$ cat config.mk
export PLATFORM = sky130hd
export DESIGN_NAME = dmem_lsu
export DESIGN_NICKNAME = d
export VERILOG_FILES = /design/src/rtl/dmem_lsu.sv
export SDC_FILE = /design/constraint.sdc
export NUM_CORES = 1
export LEC_CHECK = 0
export CAP_MARGIN = 20
export CORE_MARGIN = 3
export CORE_UTILIZATION = 40
export DETAILED_ROUTE_END_ITERATION = 8
export HOLD_SLACK_MARGIN = 0.1
export PLACE_DENSITY = 0.77
export SYNTH_ARGS = -nofsm -noshare
export SYNTH_HDL_FRONTEND = slang
export SYNTH_SLANG_ARGS = --single-unit
$ cat constraint.sdc
create_clock -name clk -period 4.1 [get_ports clk]
set_input_delay 1.23 -clock clk [delete_from_list [all_inputs] [get_ports clk]]
set_output_delay 1.23 -clock clk [all_outputs]
set_load 0.02 [all_outputs]
$ cat src/rtl/dmem_lsu.sv
// rtl/dmem_lsu.sv - data-memory load/store unit with byte-lane encoding, load extension and timeout
module dmem_lsu #(
    parameter int ADDR_WIDTH = 32,
    parameter int TIMEOUT    = 64,
    parameter int CNT_WIDTH  = 7
) (
    input  logic                  clk,
    input  logic                  rst,
    input  logic                  op_valid,
    output logic                  op_ready,
    input  logic                  dmem_sel,
    input  logic [1:0]            w_sel,
    input  logic [2:0]            r_sel,
    input  logic [ADDR_WIDTH-1:0] addr,
    input  logic [31:0]           wdata,
    output logic                  done,
    output logic [31:0]           rdata,
    output logic                  err_misalign,
    output logic                  err_timeout,
    output logic                  mem_req,
    output logic                  mem_we,
    output logic [ADDR_WIDTH-3:0] mem_addr,
    output logic [3:0]            mem_be,
    output logic [31:0]           mem_wdata,
    input  logic [31:0]           mem_rdata,
    input  logic                  mem_ready
);

    typedef enum logic [1:0] {S_IDLE, S_ACCESS, S_RESP} state_t;

    state_t                state_q, state_d;
    logic [CNT_WIDTH-1:0]  cnt_q, cnt_d;
    logic                  we_q, we_d;
    logic [ADDR_WIDTH-3:0] maddr_q, maddr_d;
    logic [3:0]            be_q, be_d;
    logic [31:0]           mwdata_q, mwdata_d;
    logic [2:0]            rsel_q, rsel_d;
    logic [1:0]            off_q, off_d;
    logic                  done_q, done_d;
    logic                  err_mis_q, err_mis_d;
    logic                  err_to_q, err_to_d;
    logic [31:0]           rdata_q, rdata_d;

    logic        is_store, is_load, is_half, is_word, misalign;
    logic [3:0]  be_enc;
    logic [31:0] wdata_enc;
    logic [31:0] load_ext;
    logic [7:0]  ld_byte;
    logic [15:0] ld_half;

    // Decode of the incoming operation; store takes priority over load.
    always_comb begin
        is_store = dmem_sel && (w_sel != 2'b11);
        is_load  = !dmem_sel && ((r_sel == 3'b000) || (r_sel == 3'b010) || (r_sel == 3'b011) ||
                                 (r_sel == 3'b100) || (r_sel == 3'b101));
        is_half  = is_store ? (w_sel == 2'b01) : ((r_sel == 3'b010) || (r_sel == 3'b101));
        is_word  = is_store ? (w_sel == 2'b10) : (r_sel == 3'b011);
        misalign = (is_half && addr[0]) || (is_word && (addr[1:0] != 2'b00));
        be_enc    = 4'b1111;
        wdata_enc = wdata;
        if (is_store) begin
            case (w_sel)
                2'b00: begin
                    be_enc    = 4'b0001 << addr[1:0];
                    wdata_enc = {4{wdata[7:0]}};
                end
                2'b01: begin
                    be_enc    = addr[1] ? 4'b1100 : 4'b0011;
                    wdata_enc = {2{wdata[15:0]}};
                end
                default: begin
                    be_enc    = 4'b1111;
                    wdata_enc = wdata;
                end
            endcase
        end
    end

    // Lane extraction from the returned word using the latched byte offset.
    always_comb begin
        ld_byte = mem_rdata[8*off_q +: 8];
        ld_half = off_q[1] ? mem_rdata[31:16] : mem_rdata[15:0];
        case (rsel_q)
            3'b000:  load_ext = {{24{ld_byte[7]}}, ld_byte};
            3'b100:  load_ext = {24'd0, ld_byte};
            3'b010:  load_ext = {{16{ld_half[15]}}, ld_half};
            3'b101:  load_ext = {16'd0, ld_half};
            default: load_ext = mem_rdata;
        endcase
    end

    always_comb begin
        state_d   = state_q;
        cnt_d     = cnt_q;
        we_d      = we_q;
        maddr_d   = maddr_q;
        be_d      = be_q;
        mwdata_d  = mwdata_q;
        rsel_d    = rsel_q;
        off_d     = off_q;
        done_d    = 1'b0;
        err_mis_d = 1'b0;
        err_to_d  = 1'b0;
        rdata_d   = 32'd0;
        case (state_q)
            S_IDLE: begin
                if (op_valid && (is_store || is_load)) begin
                    if (misalign) begin
                        state_d   = S_RESP;
                        err_mis_d = 1'b1;
                    end else begin
                        state_d  = S_ACCESS;
                        cnt_d    = '0;
                        we_d     = is_store;
                        maddr_d  = addr[ADDR_WIDTH-1:2];
                        be_d     = be_enc;
                        mwdata_d = wdata_enc;
                        rsel_d   = r_sel;
                        off_d    = addr[1:0];
                    end
                end
            end
            S_ACCESS: begin
                cnt_d = cnt_q + 1'b1;
                // A response on the last allowed cycle still counts as success.
                if (mem_ready) begin
                    state_d = S_RESP;
                    done_d  = 1'b1;
                    rdata_d = we_q ? 32'd0 : load_ext;
                end else if (cnt_q == CNT_WIDTH'(TIMEOUT - 1)) begin
                    state_d  = S_RESP;
                    err_to_d = 1'b1;
                end
            end
            S_RESP: begin
                state_d = S_IDLE;
            end
            default: begin
                state_d = S_IDLE;
            end
        endcase
    end

    always_ff @(posedge clk or posedge rst) begin
        if (rst) begin
            state_q   <= S_IDLE;
            cnt_q     <= '0;
            we_q      <= 1'b0;
            maddr_q   <= '0;
            be_q      <= 4'b0000;
            mwdata_q  <= 32'd0;
            rsel_q    <= 3'b111;
            off_q     <= 2'b00;
            done_q    <= 1'b0;
            err_mis_q <= 1'b0;
            err_to_q  <= 1'b0;
            rdata_q   <= 32'd0;
        end else begin
            state_q   <= state_d;
            cnt_q     <= cnt_d;
            we_q      <= we_d;
            maddr_q   <= maddr_d;
            be_q      <= be_d;
            mwdata_q  <= mwdata_d;
            rsel_q    <= rsel_d;
            off_q     <= off_d;
            done_q    <= done_d;
            err_mis_q <= err_mis_d;
            err_to_q  <= err_to_d;
            rdata_q   <= rdata_d;
        end
    end

    assign op_ready     = (state_q == S_IDLE);
    assign mem_req      = (state_q == S_ACCESS);
    assign mem_we       = we_q;
    assign mem_addr     = maddr_q;
    assign mem_be       = be_q;
    assign mem_wdata    = mwdata_q;
    assign done         = done_q;
    assign rdata        = rdata_q;
    assign err_misalign = err_mis_q;
    assign err_timeout  = err_to_q;

endmodule

==> results of run 1 <==
-- metrics by stage --
stage / std cells / worst slack [ns] / cell area (um^2)
after floorplan: 470 / 0.953 / 5660
after global placement: 841 / 0.510 / 7940
after detailed placement: 841 / 0.424 / 7940
after CTS: 873 / 0.824 / 8630
after global routing: 873 / 0.698 / 8630
final: 873 / 0.827 / 8630
-- cell usage in the layout (no fill, tap or decap), types with 2 or more instances in the layout --
cell	count
sky130_fd_sc_hd__a22oi_1	3
sky130_fd_sc_hd__nand2b_1	5
sky130_fd_sc_hd__clkbuf_1	4
sky130_fd_sc_hd__clkinvlp_4	2
sky130_fd_sc_hd__nor3_1	10
sky130_fd_sc_hd__and3_1	3
sky130_fd_sc_hd__mux2_2	13
sky130_fd_sc_hd__mux2_4	68
sky130_fd_sc_hd__buf_12	2
sky130_fd_sc_hd__dfstp_2	3
sky130_fd_sc_hd__nand3_1	2
sky130_fd_sc_hd__a21oi_1	10
sky130_fd_sc_hd__buf_4	10
sky130_fd_sc_hd__nor4_1	4
sky130_fd_sc_hd__o21a_1	3
sky130_fd_sc_hd__dfrtp_1	113
sky130_fd_sc_hd__clkbuf_8	2
sky130_fd_sc_hd__nand2_1	55
sky130_fd_sc_hd__inv_1	13
sky130_fd_sc_hd__nor2_1	45
sky130_fd_sc_hd__o221a_2	14
sky130_fd_sc_hd__mux2i_1	12
sky130_fd_sc_hd__nor3b_1	2
sky130_fd_sc_hd__bufinv_16	7
sky130_fd_sc_hd__o211ai_1	4
sky130_fd_sc_hd__a31oi_1	8
sky130_fd_sc_hd__clkbuf_16	17
sky130_fd_sc_hd__a211oi_1	2
sky130_fd_sc_hd__or3b_2	3
sky130_fd_sc_hd__nor2b_1	5
sky130_fd_sc_hd__clkdlybuf4s50_1	209
sky130_fd_sc_hd__o21ai_0	21
-- flip-flops by register name, indices dropped and copies added, names as in the netlist --
name / count
cnt_q: 7
done: 1
err_misalign: 1
err_timeout: 1
mem_addr: 30
mem_be: 4
mem_wdata: 32
mem_we: 1
off_q: 2
rdata: 32
rsel_q: 3
state_q: 2
-- power by group through the flow --
stage          logic, mW  registers, mW  clock network [mW]
3_3_place_gp        2.61           1.95                   0
6_report            2.67           1.97                1.73
5_1_grt             2.82           2.04                1.81
2_1_floorplan       1.17           2.28                   0
3_5_place_dp        2.68           1.97                   0
4_1_cts             2.69           1.97                1.76
-- worst max-delay path by stage --
stage                           from           to  slack (ns)
final                     state_q[1]     op_ready        0.83
after global routing        dmem_sel       mem_we        0.70
after CTS                 state_q[1]     op_ready        0.82
after detailed placement    dmem_sel       mem_we        0.42
after global placement      dmem_sel       mem_we        0.51
after floorplan             w_sel[1]  mem_addr[0]        0.95
-- cell type report --
type,count,share of cell area
sequential,116,0.337
clock buffer,23,0.0542
inverter,14,0.00652
tap,176,0.0255
timing repair buffer,221,0.256
clock inverter,9,0.0258
multi-input combinational,314,0.295
-- layer usage --
layer / track usage / vias to the layer above / wire (um)
met5: 0 / - / 0
met4: 0.0708 / 0 / 303
met3: 0.0580 / 29 / 1060
met2: 0.316 / 208 / 7510
met1: 0.259 / 2243 / 6640
li1: - / 2096 / -
-- kinds of logic (layout without fill, tap and decap cells) --
family / after synthesis / after routing / share of synthesized area
AND/OR/NAND/NOR: 143 / 143 / 0.118
adder cells (fa/ha/maj): 1 / 1 / 0.00221
AO/OA/AOI/OAI: 76 / 76 / 0.0979
flip-flops: 116 / 116 / 0.513
buffers and inverters: 40 / 267 / 0.0371
multiplexers: 94 / 94 / 0.231
==> metrics.log, run 1 <==
[metrics] run status: complete, no violations
[metrics] Crit path largest cell delay: 0.66 ns
[metrics] RSZ-0062 raised after global routing: no
[metrics] row count: 42
[metrics] total power per unit cell area: 739 nW/um^2
[metrics] Tcrit/Tclk final: 0.798
[metrics] die outline width: 125 um
[metrics] number of buffers inserted during clock tree synthesis: 17
[metrics] total number of vias: 4576
[metrics] CP endpoint kind: output port
[metrics] slew at the pin closest to its max-slew limit: 0.836 ns
[metrics] Cell Area, Synth: 5660 um^2
[metrics] total setup buffers inserted after CTS: 0
[metrics] series of cell instances along the critical path: inv_1, nand2_1, inv_1, clkdlybuf4s50_1
[metrics] fill cell count: 1047
[metrics] total count of hold-check failures in the final report: 0
[metrics] number of hold buffers added after cts: 0
[metrics] average via count per standard cell: 5.24
[metrics] sequential area share after synthesis: 0.513
[metrics] Psw: 2.12 mW
[metrics] arrival time reported for the critical path endpoint: 2.04 ns
[metrics] clk slew on worst S/H paths: 0.05 ns
[metrics] maxcap violations: 0
[metrics] worst path bufs/invs: 3
[metrics] startpoint type of the worst setup path: flop
[metrics] global router's overall resource usage: 0.198
[metrics] RR Startpoint: off_q[1]
[metrics] worst r2r path cells: 4
[metrics] top cell type by total area after synthesis: sky130_fd_sc_hd__dfrtp_1
[metrics] maximum vdd drop: 345 uV
[metrics] wire length of the first global-routing pass: 25100 um
[metrics] root buffer cell: sky130_fd_sc_hd__clkbuf_16
[metrics] worst slack on hold paths: 0.505 ns
[metrics] Detail Route Antenna Nets: 0
[metrics] sum of routed wire length over all layers: 15500 um
[metrics] Worst Path Class, Setup: reg2out
[metrics] maximum number of pins on one net before global-route repair: 117
[metrics] startpoint of the most critical hold path: mem_addr[4]
[metrics] Power Total: 6.38 mW
[metrics] final cell utilization of the core: 0.637
[metrics] multi-input combinational cell area: 2550 um^2
[metrics] WHS Endpoint: mem_addr[4]
[metrics] maximum operating frequency: 306 MHz
[metrics] crit path max fanout: 16
[metrics] Logic pwr share: 0.419
[metrics] top cells by count, synth: sky130_fd_sc_hd__dfrtp_1, sky130_fd_sc_hd__mux2_4, sky130_fd_sc_hd__nand2_1
[metrics] worst path required time: 2.87 ns
[metrics] HPWL after DPL: 11200 um
[metrics] biggest area contributors in the synthesized netlist: sky130_fd_sc_hd__dfrtp_1, sky130_fd_sc_hd__mux2_4, sky130_fd_sc_hd__nand2_1, sky130_fd_sc_hd__nor2_1, sky130_fd_sc_hd__o221a_2
[metrics] Top-Level Pins: 210
[metrics] number of synthesized flops with an enable pin: 0
[metrics] share of total power in the clock network: 0.272
[metrics] port buffer count: 209
[metrics] number of resized instances in the post-cts repair step: 0
[metrics] Setup violations, final: 0
[metrics] detailed-router iteration count before antenna repair: 4
[metrics] die extent in y: 125 um
[metrics] sequential cell fraction of total power: 0.309
[metrics] unique cell type count in the Yosys netlist: 49
[metrics] Area Overhead vs Synth: 52.5%
[metrics] Sw Share: 0.333
[metrics] Diodes inserted: 0
[metrics] share of synthesized registers carrying an async set or reset: 1.00
[metrics] logic depth of the worst setup path including buffers: 4
[metrics] leakage power: 3.78 nW
[metrics] initial antenna violation count: 0
[metrics] worst r2r dst: rdata[29]
[metrics] worst-case headroom to the max-slew limit: 0.442
[metrics] Iteration-0 DRC Markers: 314
[metrics] Placeable Area: 13600 um^2
[metrics] net total in the final layout: 791
[metrics] Internal Power: 4.26 mW
[metrics] cell depth of the worst hold path: 1
[metrics] slowest cell on the critical path: sky130_fd_sc_hd__dfrtp_1
[metrics] Seq cells post-synth: 116
[metrics] Clock Skew: 0.00498 ns
[metrics] insertion delay to the later sink of the worst-skew pair: 0.41 ns
[metrics] number of global-route vias before repair: 4726
[metrics] class of the worst hold path: reg2reg
[metrics] Max H-tree Level: 4
[metrics] die footprint: 15600 um^2
[metrics] Setup Total Neg Slack: 0 ns
[metrics] most frequent cell on the critical path: sky130_fd_sc_hd__inv_1
[metrics] Max Transition Viols Final: 0
[metrics] combined flip-flop and latch cell area: 2910 um^2
[metrics] Yosys warnings: 0
[metrics] global route overflow: 0
[metrics] setup slack of the worst register-to-register path: 1.69 ns
[metrics] clock tree from TritonCTS: done
[metrics] most used flip-flop cell after synthesis: sky130_fd_sc_hd__dfrtp_1
[metrics] CP delay by family, top: buffers and inverters
[metrics] drt drc: 0
[metrics] min cycle time layout: 3.27 ns
[metrics] Placer Congestion: 0.848
[metrics] share of Yosys cell area claimed by the top area cell type: 0.500
[metrics] Wirelength per Cell: 17.8 um
[metrics] Sink Count: 116
[metrics] synthesized net count: 577
[metrics] leading cell type by number of instances after synthesis: sky130_fd_sc_hd__dfrtp_1
[metrics] share of layout cells above drive strength 1: 0.209
[metrics] initial core utilization: 0.417
[metrics] syn avg cell area: 12.0 um^2
[metrics] synthesized instance count: 470
[metrics] Clock Path Buffers: 2
(Power assumes the default switching activity.)
==> run 2: changes to the inputs <==
PLACE_DENSITY = 0.74   (was 0.77)
clock period = 3.4 ns   (was 4.1 ns; I/O delays follow)
==> run 2 against run 1 <==
Against the previous run: critical path depth unchanged; clock-buffer cell count down 3; non-clock buffer count up 3; clock power about the same; utilization down 0.38 points; design area down 0.59%; critical endpoint unchanged.
==> metrics.log, run 2 (synthesis results as in run 1) <==
[metrics] run status: complete, no violations
[metrics] average via count per standard cell: 5.15 (-1.8%)
[metrics] most common library cell in the layout ignoring fill and taps: sky130_fd_sc_hd__clkdlybuf4s50_1
[metrics] die outline width: 125 um (unchanged)
[metrics] crit path max fanout: 16 (unchanged)
[metrics] class of the worst hold path: reg2reg
[metrics] clock tree from TritonCTS: done
[metrics] drt drc: 0 (unchanged)
[metrics] Detail Route Antenna Nets: 0 (unchanged)
[metrics] maximum operating frequency: 325 MHz
[metrics] Area Overhead vs Synth: 51.6%
[metrics] startpoint type of the worst setup path: flop
[metrics] worst path required time: 2.38 ns (-0.49 ns)
[metrics] leakage power: 3.74 nW (-1.1%)
[metrics] Worst Path Class, Setup: reg2out
[metrics] Top Layer Used: met4
[metrics] wire length of the first global-routing pass: 25100 um (-0.20%)
[metrics] net total in the final layout: 794 (+0.38%)
[metrics] number of resized instances in the post-cts repair step: 0 (unchanged)
[metrics] worst slack on hold paths: 0.512 ns (+0.00668 ns)
[metrics] number of hold buffers added after cts: 0 (unchanged)
[metrics] met3 wire length: 1040 um (-1.7%)
[metrics] Power Total: 7.31 mW (+15%)
[metrics] Setup violations, final: 0 (unchanged)
[metrics] arrival time reported for the critical path endpoint: 2.05 ns (about the same)
[metrics] Clock Skew: 0.00744 ns (+0.00245 ns)
[metrics] Max Transition Viols Final: 0 (unchanged)
[metrics] Clock Path Buffers: 2 (unchanged)
[metrics] slew at the pin closest to its max-slew limit: 1.04 ns (+0.204 ns)
[metrics] Tcrit/Tclk final: 0.904
[metrics] Diodes inserted: 0 (unchanged)
[metrics] number of buffers inserted during clock tree synthesis: 17 (unchanged)
[metrics] global router's overall resource usage: 0.199 (+0.000271)
[metrics] wire length on met1: 6830 um (+2.9%)
[metrics] detailed-router iteration count before antenna repair: 6 (+2)
[metrics] most frequent cells in the layout: sky130_fd_sc_hd__clkdlybuf4s50_1, sky130_fd_sc_hd__dfrtp_1, sky130_fd_sc_hd__mux2_4
[metrics] initial core utilization: 0.417 (unchanged)
[metrics] share of layout cells above drive strength 1: 0.216 (+0.00625)
[metrics] Placer Congestion: 0.835 (-1.5%)
[metrics] fill cell count: 1025 (-2.1%)
[metrics] total count of hold-check failures in the final report: 0 (unchanged)
[metrics] row count: 42 (unchanged)
[metrics] total power per unit cell area: 852 nW/um^2 (+15%)
[metrics] number of global-route vias before repair: 4724 (-0.042%)
[metrics] global route overflow: 0 (unchanged)
[metrics] Iteration-0 DRC Markers: 357 (+14%)
[metrics] min cycle time layout: 3.07 ns
[metrics] die extent in y: 125 um (unchanged)
[metrics] total setup buffers inserted after CTS: 0 (unchanged)
[metrics] maxcap violations: 0 (unchanged)
[metrics] Setup Total Neg Slack: 0 ns (unchanged)
[metrics] RSZ-0062 raised after global routing: no
[metrics] total number of vias: 4511 (-1.4%)
[metrics] maximum number of pins on one net before global-route repair: 117 (unchanged)
[metrics] insertion delay to the later sink of the worst-skew pair: 0.41 ns (about the same)
[metrics] Placeable Area: 13600 um^2 (unchanged)
[metrics] Max H-tree Level: 4 (unchanged)
[metrics] Top-Level Pins: 210 (unchanged)
[metrics] maximum vdd drop: 449 uV (+30%)
[metrics] amount of wire on met2 after detailed routing: 7430 um (-1.1%)
[metrics] die footprint: 15600 um^2 (unchanged)
[metrics] worst-case headroom to the max-slew limit: 0.304 (-0.138)
[metrics] clk slew on worst S/H paths: 0.05 ns (about the same)
[metrics] HPWL after DPL: 11100 um (-1.5%)
[metrics] Sink Count: 116 (unchanged)
[metrics] Wirelength per Cell: 17.7 um (-0.42%)
[metrics] root buffer cell: sky130_fd_sc_hd__clkbuf_16
[metrics] port buffer count: 209 (unchanged)
[metrics] sum of routed wire length over all layers: 15500 um (about the same)
[metrics] CP endpoint kind: output port
[metrics] initial antenna violation count: 0 (unchanged)
==> run 2: layout make-up <==
| type | instances | area [um^2] | share of cell area |
|---|---|---|---|
| multi-input combinational | 314 | 2550 | 0.297 |
| timing repair buffer | 224 | 2270 | 0.264 |
| tap | 176 | 220 | 0.0257 |
| sequential | 116 | 2910 | 0.339 |
| clock buffer | 20 | 447 | 0.0521 |
| inverter | 14 | 56.3 | 0.00656 |
| clock inverter | 12 | 133 | 0.0155 |
==> run 2: worst max-delay path, stage by stage (launching register included) <==
cell                              delay, ns
sky130_fd_sc_hd__dfrtp_1               0.66
sky130_fd_sc_hd__inv_1                 0.18
sky130_fd_sc_hd__nand2_1               0.20
sky130_fd_sc_hd__inv_1                 0.07
sky130_fd_sc_hd__clkdlybuf4s50_1       0.54
==> run 2: metrics by stage <==
stage	std cells	util	worst slack, ns	area, um^2
after floorplan	470	-	0.463	5660
after global placement	844	0.590	0.0771	8000
after detailed placement	844	0.590	0.00145	8000
after CTS	876	0.633	0.323	8580
after global routing	876	0.633	0.169	8580
final	876	0.633	0.328	8580
==> run 2: worst paths after layout <==
kind	startpoint	to	slack (ns)	cells past startpoint
worst max-delay path	state_q[1]	op_ready	0.33	4
worst min-delay path	mem_addr[14]	mem_addr[14]	0.51	1
worst max register to register	off_q[1]	rdata[26]	1.00	4
worst min register to register	mem_addr[14]	mem_addr[14]	0.51	1
max in group asynchronous	rst	done	1.80	3
min in group asynchronous	rst	mem_addr[11]	1.17	3
==> run 2: power by group <==
part | switching (mW) | internal (mW) | total [mW]
sequential | 0.466 | 1.91 | 2.38
combinational | 1.47 | 1.74 | 3.21
clock | 0.627 | 1.09 | 1.72
==> run 2: metal layers <==
| metal | vias to the layer above | global-route usage |
|---|---|---|
| met5 | - | 0 |
| met4 | 0 | 0.0682 |
| met3 | 21 | 0.0520 |
| met2 | 185 | 0.314 |
| met1 | 2208 | 0.267 |
| li1 | 2097 | - |
